### src/rtl/serial_subtractor.sv
// Bit-serial subtractor: diff = a - b - bin, LSB first, one bit per clock.
// Define SERIAL_SUBTRACTOR_OVF_EN to add the registered signed-overflow output ovf.
module serial_subtractor #(
  parameter int WIDTH = 8
) (
  input  logic             clk,
  input  logic             rst_n,
  input  logic             start,
  input  logic [WIDTH-1:0] a,
  input  logic [WIDTH-1:0] b,
  input  logic             bin,
  output logic             busy,
  output logic             done,
  output logic [WIDTH-1:0] diff,
  output logic             bout
`ifdef SERIAL_SUBTRACTOR_OVF_EN
  ,
  output logic             ovf
`endif
);

  localparam int CW = $clog2(WIDTH);
  localparam logic [CW-1:0] LAST = CW'(WIDTH - 1);

  typedef enum logic {
    IDLE,
    SHIFT
  } state_t;

  state_t           state_q, state_d;
  logic [WIDTH-1:0] a_sr_q, a_sr_d;
  logic [WIDTH-1:0] b_sr_q, b_sr_d;
  logic [WIDTH-1:0] res_q, res_d;
  logic [WIDTH-1:0] diff_q, diff_d;
  logic [CW-1:0]    cnt_q, cnt_d;
  logic             br_q, br_d;
  logic             bout_q, bout_d;
  logic             done_q, done_d;
  logic             x, y, d, br_nx;
`ifdef SERIAL_SUBTRACTOR_OVF_EN
  logic             a_msb_q, a_msb_d;
  logic             b_msb_q, b_msb_d;
  logic             ovf_q, ovf_d;
`endif

  // Full-subtractor cell plus next-state: load on accept, shift per bit.
  always_comb begin
    state_d = state_q;
    a_sr_d  = a_sr_q;
    b_sr_d  = b_sr_q;
    res_d   = res_q;
    diff_d  = diff_q;
    cnt_d   = cnt_q;
    br_d    = br_q;
    bout_d  = bout_q;
    done_d  = 1'b0;
`ifdef SERIAL_SUBTRACTOR_OVF_EN
    a_msb_d = a_msb_q;
    b_msb_d = b_msb_q;
    ovf_d   = ovf_q;
`endif
    x     = a_sr_q[0];
    y     = b_sr_q[0];
    d     = x ^ y ^ br_q;
    br_nx = (~x & y) | (~(x ^ y) & br_q);
    unique case (state_q)
      IDLE: begin
        if (start) begin
          a_sr_d  = a;
          b_sr_d  = b;
          br_d    = bin;
          res_d   = '0;
          cnt_d   = '0;
          state_d = SHIFT;
`ifdef SERIAL_SUBTRACTOR_OVF_EN
          a_msb_d = a[WIDTH-1];
          b_msb_d = b[WIDTH-1];
`endif
        end
      end
      SHIFT: begin
        a_sr_d = a_sr_q >> 1;
        b_sr_d = b_sr_q >> 1;
        res_d  = {d, res_q[WIDTH-1:1]};
        br_d   = br_nx;
        cnt_d  = cnt_q + CW'(1);
        if (cnt_q == LAST) begin
          diff_d  = {d, res_q[WIDTH-1:1]};
          bout_d  = br_nx;
          done_d  = 1'b1;
          state_d = IDLE;
`ifdef SERIAL_SUBTRACTOR_OVF_EN
          ovf_d = (a_msb_q != b_msb_q) && (d != a_msb_q);
`endif
        end
      end
    endcase
  end

  // State and datapath registers, cleared asynchronously.
  always_ff @(posedge clk or negedge rst_n) begin
    if (!rst_n) begin
      state_q <= IDLE;
      a_sr_q  <= '0;
      b_sr_q  <= '0;
      res_q   <= '0;
      diff_q  <= '0;
      cnt_q   <= '0;
      br_q    <= 1'b0;
      bout_q  <= 1'b0;
      done_q  <= 1'b0;
`ifdef SERIAL_SUBTRACTOR_OVF_EN
      a_msb_q <= 1'b0;
      b_msb_q <= 1'b0;
      ovf_q   <= 1'b0;
`endif
    end else begin
      state_q <= state_d;
      a_sr_q  <= a_sr_d;
      b_sr_q  <= b_sr_d;
      res_q   <= res_d;
      diff_q  <= diff_d;
      cnt_q   <= cnt_d;
      br_q    <= br_d;
      bout_q  <= bout_d;
      done_q  <= done_d;
`ifdef SERIAL_SUBTRACTOR_OVF_EN
      a_msb_q <= a_msb_d;
      b_msb_q <= b_msb_d;
      ovf_q   <= ovf_d;
`endif
    end
  end

  assign busy = (state_q == SHIFT);
  assign done = done_q;
  assign diff = diff_q;
  assign bout = bout_q;
`ifdef SERIAL_SUBTRACTOR_OVF_EN
  assign ovf  = ovf_q;
`endif

endmodule

### config.mk
export PLATFORM = sky130hd
export DESIGN_NAME = serial_subtractor
export DESIGN_NICKNAME = d
export VERILOG_FILES = /design/src/rtl/serial_subtractor.sv
export SDC_FILE = /design/constraint.sdc
export NUM_CORES = 1
export LEC_CHECK = 0
export ABC_AREA = 0
export CAP_MARGIN = 10
export CORE_UTILIZATION = 50
export CTS_BUF_LIST = sky130_fd_sc_hd__clkbuf_4 sky130_fd_sc_hd__clkbuf_8
export CTS_CLUSTER_DIAMETER = 120
export DETAILED_ROUTE_END_ITERATION = 8
export HOLD_SLACK_MARGIN = 0.02
export PLACE_DENSITY = 0.85
export SYNTH_ARGS = -nofsm -noshare
export SYNTH_HDL_FRONTEND = slang
export SYNTH_SLANG_ARGS = --single-unit
### constraint.sdc
create_clock -name clk -period 2.55 [get_ports clk]
set_input_delay 0.255 -clock clk [delete_from_list [all_inputs] [get_ports clk]]
set_output_delay 0.255 -clock clk [all_outputs]
set_load 0.05 [all_outputs]
* Word-level counts from Yosys, hierarchy flattened
Cells that the tools add are included.
Storage, ports and cells: logic and storage cells 36, bits in registers 39, input port bits 20, output and inout port bits 11
Operators by class: equal/unequal tests 2, muxes and demuxes 15, bitwise operators 8, reduce and logical (&&, ||, !) cells 1, add/sub/neg operators 1
Operators by type and width (count):
- 8-bit one-hot mux with 2 select lines | 3
- 8-bit 2-to-1 mux | 3
- 3-bit one-hot mux with 2 select lines | 1
- 1-bit 2-to-1 mux | 5
- 1-bit one-hot mux with 2 select lines | 2
- 3-bit by 1-bit adder with 3-bit output (second input constant) | 1
- 3-bit == test (second input constant) | 1
- 3-bit 2-to-1 mux | 1
- 1-bit inverter | 3
- 1-bit bitwise AND | 2
- 2-bit != test (second input constant) | 1
- 2-bit AND reduction | 1
- 1-bit bitwise XOR | 2
- 1-bit OR | 1

* Longest topological paths before layout
depth in word-level cells 5, gate-level depth with buffers 4, mapped depth without buffers 4

* Worst setup path after synthesis
No wires, ideal clock.
path type register -> register, start point reg cnt_q[0], end point reg diff_q[0], in the netlist diff[0], data required time 2425 ps, library setup time 125 ps, arrival time 1271 ps, clock period less this slack 1396 ps, slack 1154 ps, buffers on the path 0, cell stages (with the launch flop) 5, cells stage by stage dfrtp_1 -> ha_1 -> ha_1 -> nand2_2 -> mux2_2
On the way: cells in the longest elaborated chain, start to end 2
Ends and longest elaborated chain:
- start, declared | RTL line 35 | logic [CW-1:0] cnt_q, cnt_d;
- start signal, assigned | RTL line 123 | cnt_q <= cnt_d;
- 3-bit == test | RTL line 87 | if (cnt_q == LAST) begin
- 2-bit AND reduction (no line)
- end signal, assigned | RTL line 122 | diff_q <= diff_d;
- end, declared | RTL line 34 | logic [WIDTH-1:0] diff_q, diff_d;
Every way passes these cells. A chain may end at the register's enable or synchronous reset.

* Worst setup path after layout
start point reg bout_q, in the netlist bout, end point out bout
RTL lines:
- start, declared | RTL line 37 | logic bout_q, bout_d;
- start signal, assigned | RTL line 125 | bout_q <= bout_d;
- end, declared | RTL line 15 | output logic bout
No word-level cell between the ends.

==> run metrics <==
status finished, final reports clean; CP Buf/Inv Count 1; # Max-Cap Violations 0; delay-heaviest family, CP buffers and inverters; routed len/inst 13.4 microns; slowest cell delay on critical path 800 ps; Hold WS 496 ps; Max FO, Critical Path 2; clock network power share 16.3%; Worst Path Required 2300 ps; CTS tree built; Worst R2R Setup Slack 970 ps; Slew Limit Fails 0; Die Wd 59.1 microns; Commonest cells post-synth dfrtp_1 (38), mux2i_1 (21), nand2_1 (20), o21ai_0 (20), mux2_2 (8); # port buffers 30; Post-DRT Antenna Nets 0; Combinational Power Share 41.5%; Switching Power 971 uW; relative slew slack 43.8%; initial antenna violation count 0; worst setup path endpoint bout; die height 59.1 microns; FP Rows 20; most frequent cell after synthesis dfrtp_1; # Post-CTS Setup Buffers 0; DR vias 1,093; reg2reg start busy$_DFF_PN0_; Critical Path AT 1520 ps; R2R Path End cnt_q[2]$_DFFE_PN0P_; CTS Root Cell clkbuf_4; FF-to-FF path depth 3; first-pass GRT wire length 4.53 mm; final instance area 0.00203 sq mm; crit start category register; leading area contributor after synthesis dfrtp_1; Clock Skew 14.3 ps; pin count of the biggest net entering global routing 39; Worst-Margin Slew 843 ps; Floorplan Core Area 0.00308 sq mm; grt ovf 0; register area share after synthesis 58.3%; Final nets 192; CP Launch Point bout$_DFFE_PN0P_; switching share of power 39.3%; vias in the first global route 1,051; Finish-stage setup viols 0; VDD IR max 0.551 mV; Final Hold Viols 0; Avg Cell Area, Syn 11.9 sq um; CTS max path bufs 2; Hold Crit Class reg2reg; routability-driven placement congestion ratio 0.715; drt first pass iters 4; Initial Util 53.0%; # hold bufs at CTS 1; Final HPWL DP 1.97 mm; setup TNS 0 ps; area share of the largest cell type after synthesis 58.3%; Cell Chain, Critical Path clkdlybuf4s50_1; P_leak 0.970 nW; FFs w/ async S/R, synth 100%; Post-Syn Area 0.00163 sq mm; PD cells 1220 mW/mm^2; crit path capture type output pin; CTS Buf Count 5; clk sinks 38; boundary pin count 31; sequential power share 42.2%; Cells after Synth 137; DR DRC count 0; Top FF cell, synth dfrtp_1; min Tclk post-route 1780 ps; Power, Total 2.47 mW; clock slew at reported path FFs 120 ps; Layout area overhead 24.3%; Fmax achieved 562 MHz; slowest CP cell clkdlybuf4s50_1; gr usage total 18.5%; share of cells above drive strength 1 12.4%; CP Depth 1; DR vias/cell 5.11; Final period util 69.7%; DP Area 0.00194 sq mm; clk_lat worst skew 360 ps; RSZ-0062 raised after global routing false; syn nets 160; Yosys warning count 0; synth unique cells 16; total die area 0.00350 sq mm; Area contributors post-synth dfrtp_1 (58%), mux2i_1 (13%), o21ai_0 (6.1%); Synth Register Bits 38; initial DRC count 32; total wire length 2.88 mm; Cell Int Power 1.50 mW; WS Path Type reg2out; n_diodes 0; htree depth 2; post-cts resize count 0; number of synthesized flops with an enable pin 0
[cell type report]
class	count	area (sq um)
Sequential cell	38	951
Multi-Input combinational cell	86	608
Clock inverter	3	40.0
Fill cell	240	1050
Clock buffer	5	37.5
Inverter	5	18.8
Tap cell	44	55.1
Timing Repair Buffer	33	318
[cell usage in the layout, fill, tap and decap left out, types with 5 or more instances in the layout]
master | Yosys | final
mux2_2 | 8 | 8
clkbuf_4 | 0 | 5
nand2_1 | 20 | 20
inv_1 | 5 | 5
clkdlybuf4s50_1 | 0 | 28
mux2i_1 | 21 | 21
dfrtp_1 | 38 | 38
o21ai_0 | 20 | 20
nand2b_1 | 7 | 7
[cells by family (layout without fill, tap and decap cells)]
| group | count (synthesis) | after routing | synth area share [%] |
|---|---|---|---|
| flip-flops | 38 | 38 | 58.3 |
| AND/OR/NAND/NOR | 31 | 31 | 8.36 |
| multiplexers | 29 | 29 | 18.4 |
| AO/OA/AOI/OAI | 23 | 23 | 7.75 |
| buffers and inverters | 13 | 46 | 4.45 |
| adder cells (fa/ha/maj) | 3 | 3 | 2.76 |
[power by group through the flow]
stage	sequential, mW	combinational, mW	clock (mW)
floorplan	1.26	0.503	0
global placement	1.04	0.980	0
detailed placement	1.06	1.03	0
CTS	1.04	1.04	0.414
global route	1.08	1.11	0.437
finish	1.04	1.02	0.403
[worst min-delay path by stage]
stage | from | endpoint | slack, ps | cells past startpoint
after floorplan | rst_n | a_sr_q[0]$_DFFE_PN0P_ | -40 | 0
after global placement | rst_n | diff[6]$_DFFE_PN0P_ | 380 | 1
after detailed placement | rst_n | diff[6]$_DFFE_PN0P_ | 400 | 1
after CTS | a_sr_q[1]$_DFFE_PN0P_ | a_sr_q[0]$_DFFE_PN0P_ | 500 | 2
after global routing | a_sr_q[1]$_DFFE_PN0P_ | a_sr_q[0]$_DFFE_PN0P_ | 520 | 2
final | a_sr_q[1]$_DFFE_PN0P_ | a_sr_q[0]$_DFFE_PN0P_ | 500 | 2
[routing by layer]
metal / routed length [microns] / global-route usage (%) / part of all wire (%)
met5: 0 / 0 / 0
met4: 68 / 10.2 / 2.4
met3: 151 / 5.02 / 5.3
met2: 1420 / 31.2 / 49
met1: 1240 / 21.3 / 43
[registers in the layout, indices dropped and copies added, names as in the netlist]
signal and cells:
a_sr_q 8, b_sr_q 8, bout 1, br_q 1
busy 1, cnt_q 3, diff 8, done 1
res_q 7
[tightest hold or removal path, stage by stage (launching register included)]
cell	delay, ps
dfrtp_1	360
nand2_1	60
o21ai_0	60
[metrics by stage]
stage | setup slack (ps) | std cells | utilization [%]
3_5_place_dp | 973 | 205 | 63.0
3_3_place_gp | 1060 | 205 | 63.0
4_1_cts | 756 | 214 | 65.9
6_report | 772 | 214 | 65.9
2_1_floorplan | 1150 | 137 | -
5_1_grt | 709 | 214 | 65.9
Note: power is estimated with default switching activity, not from simulation.
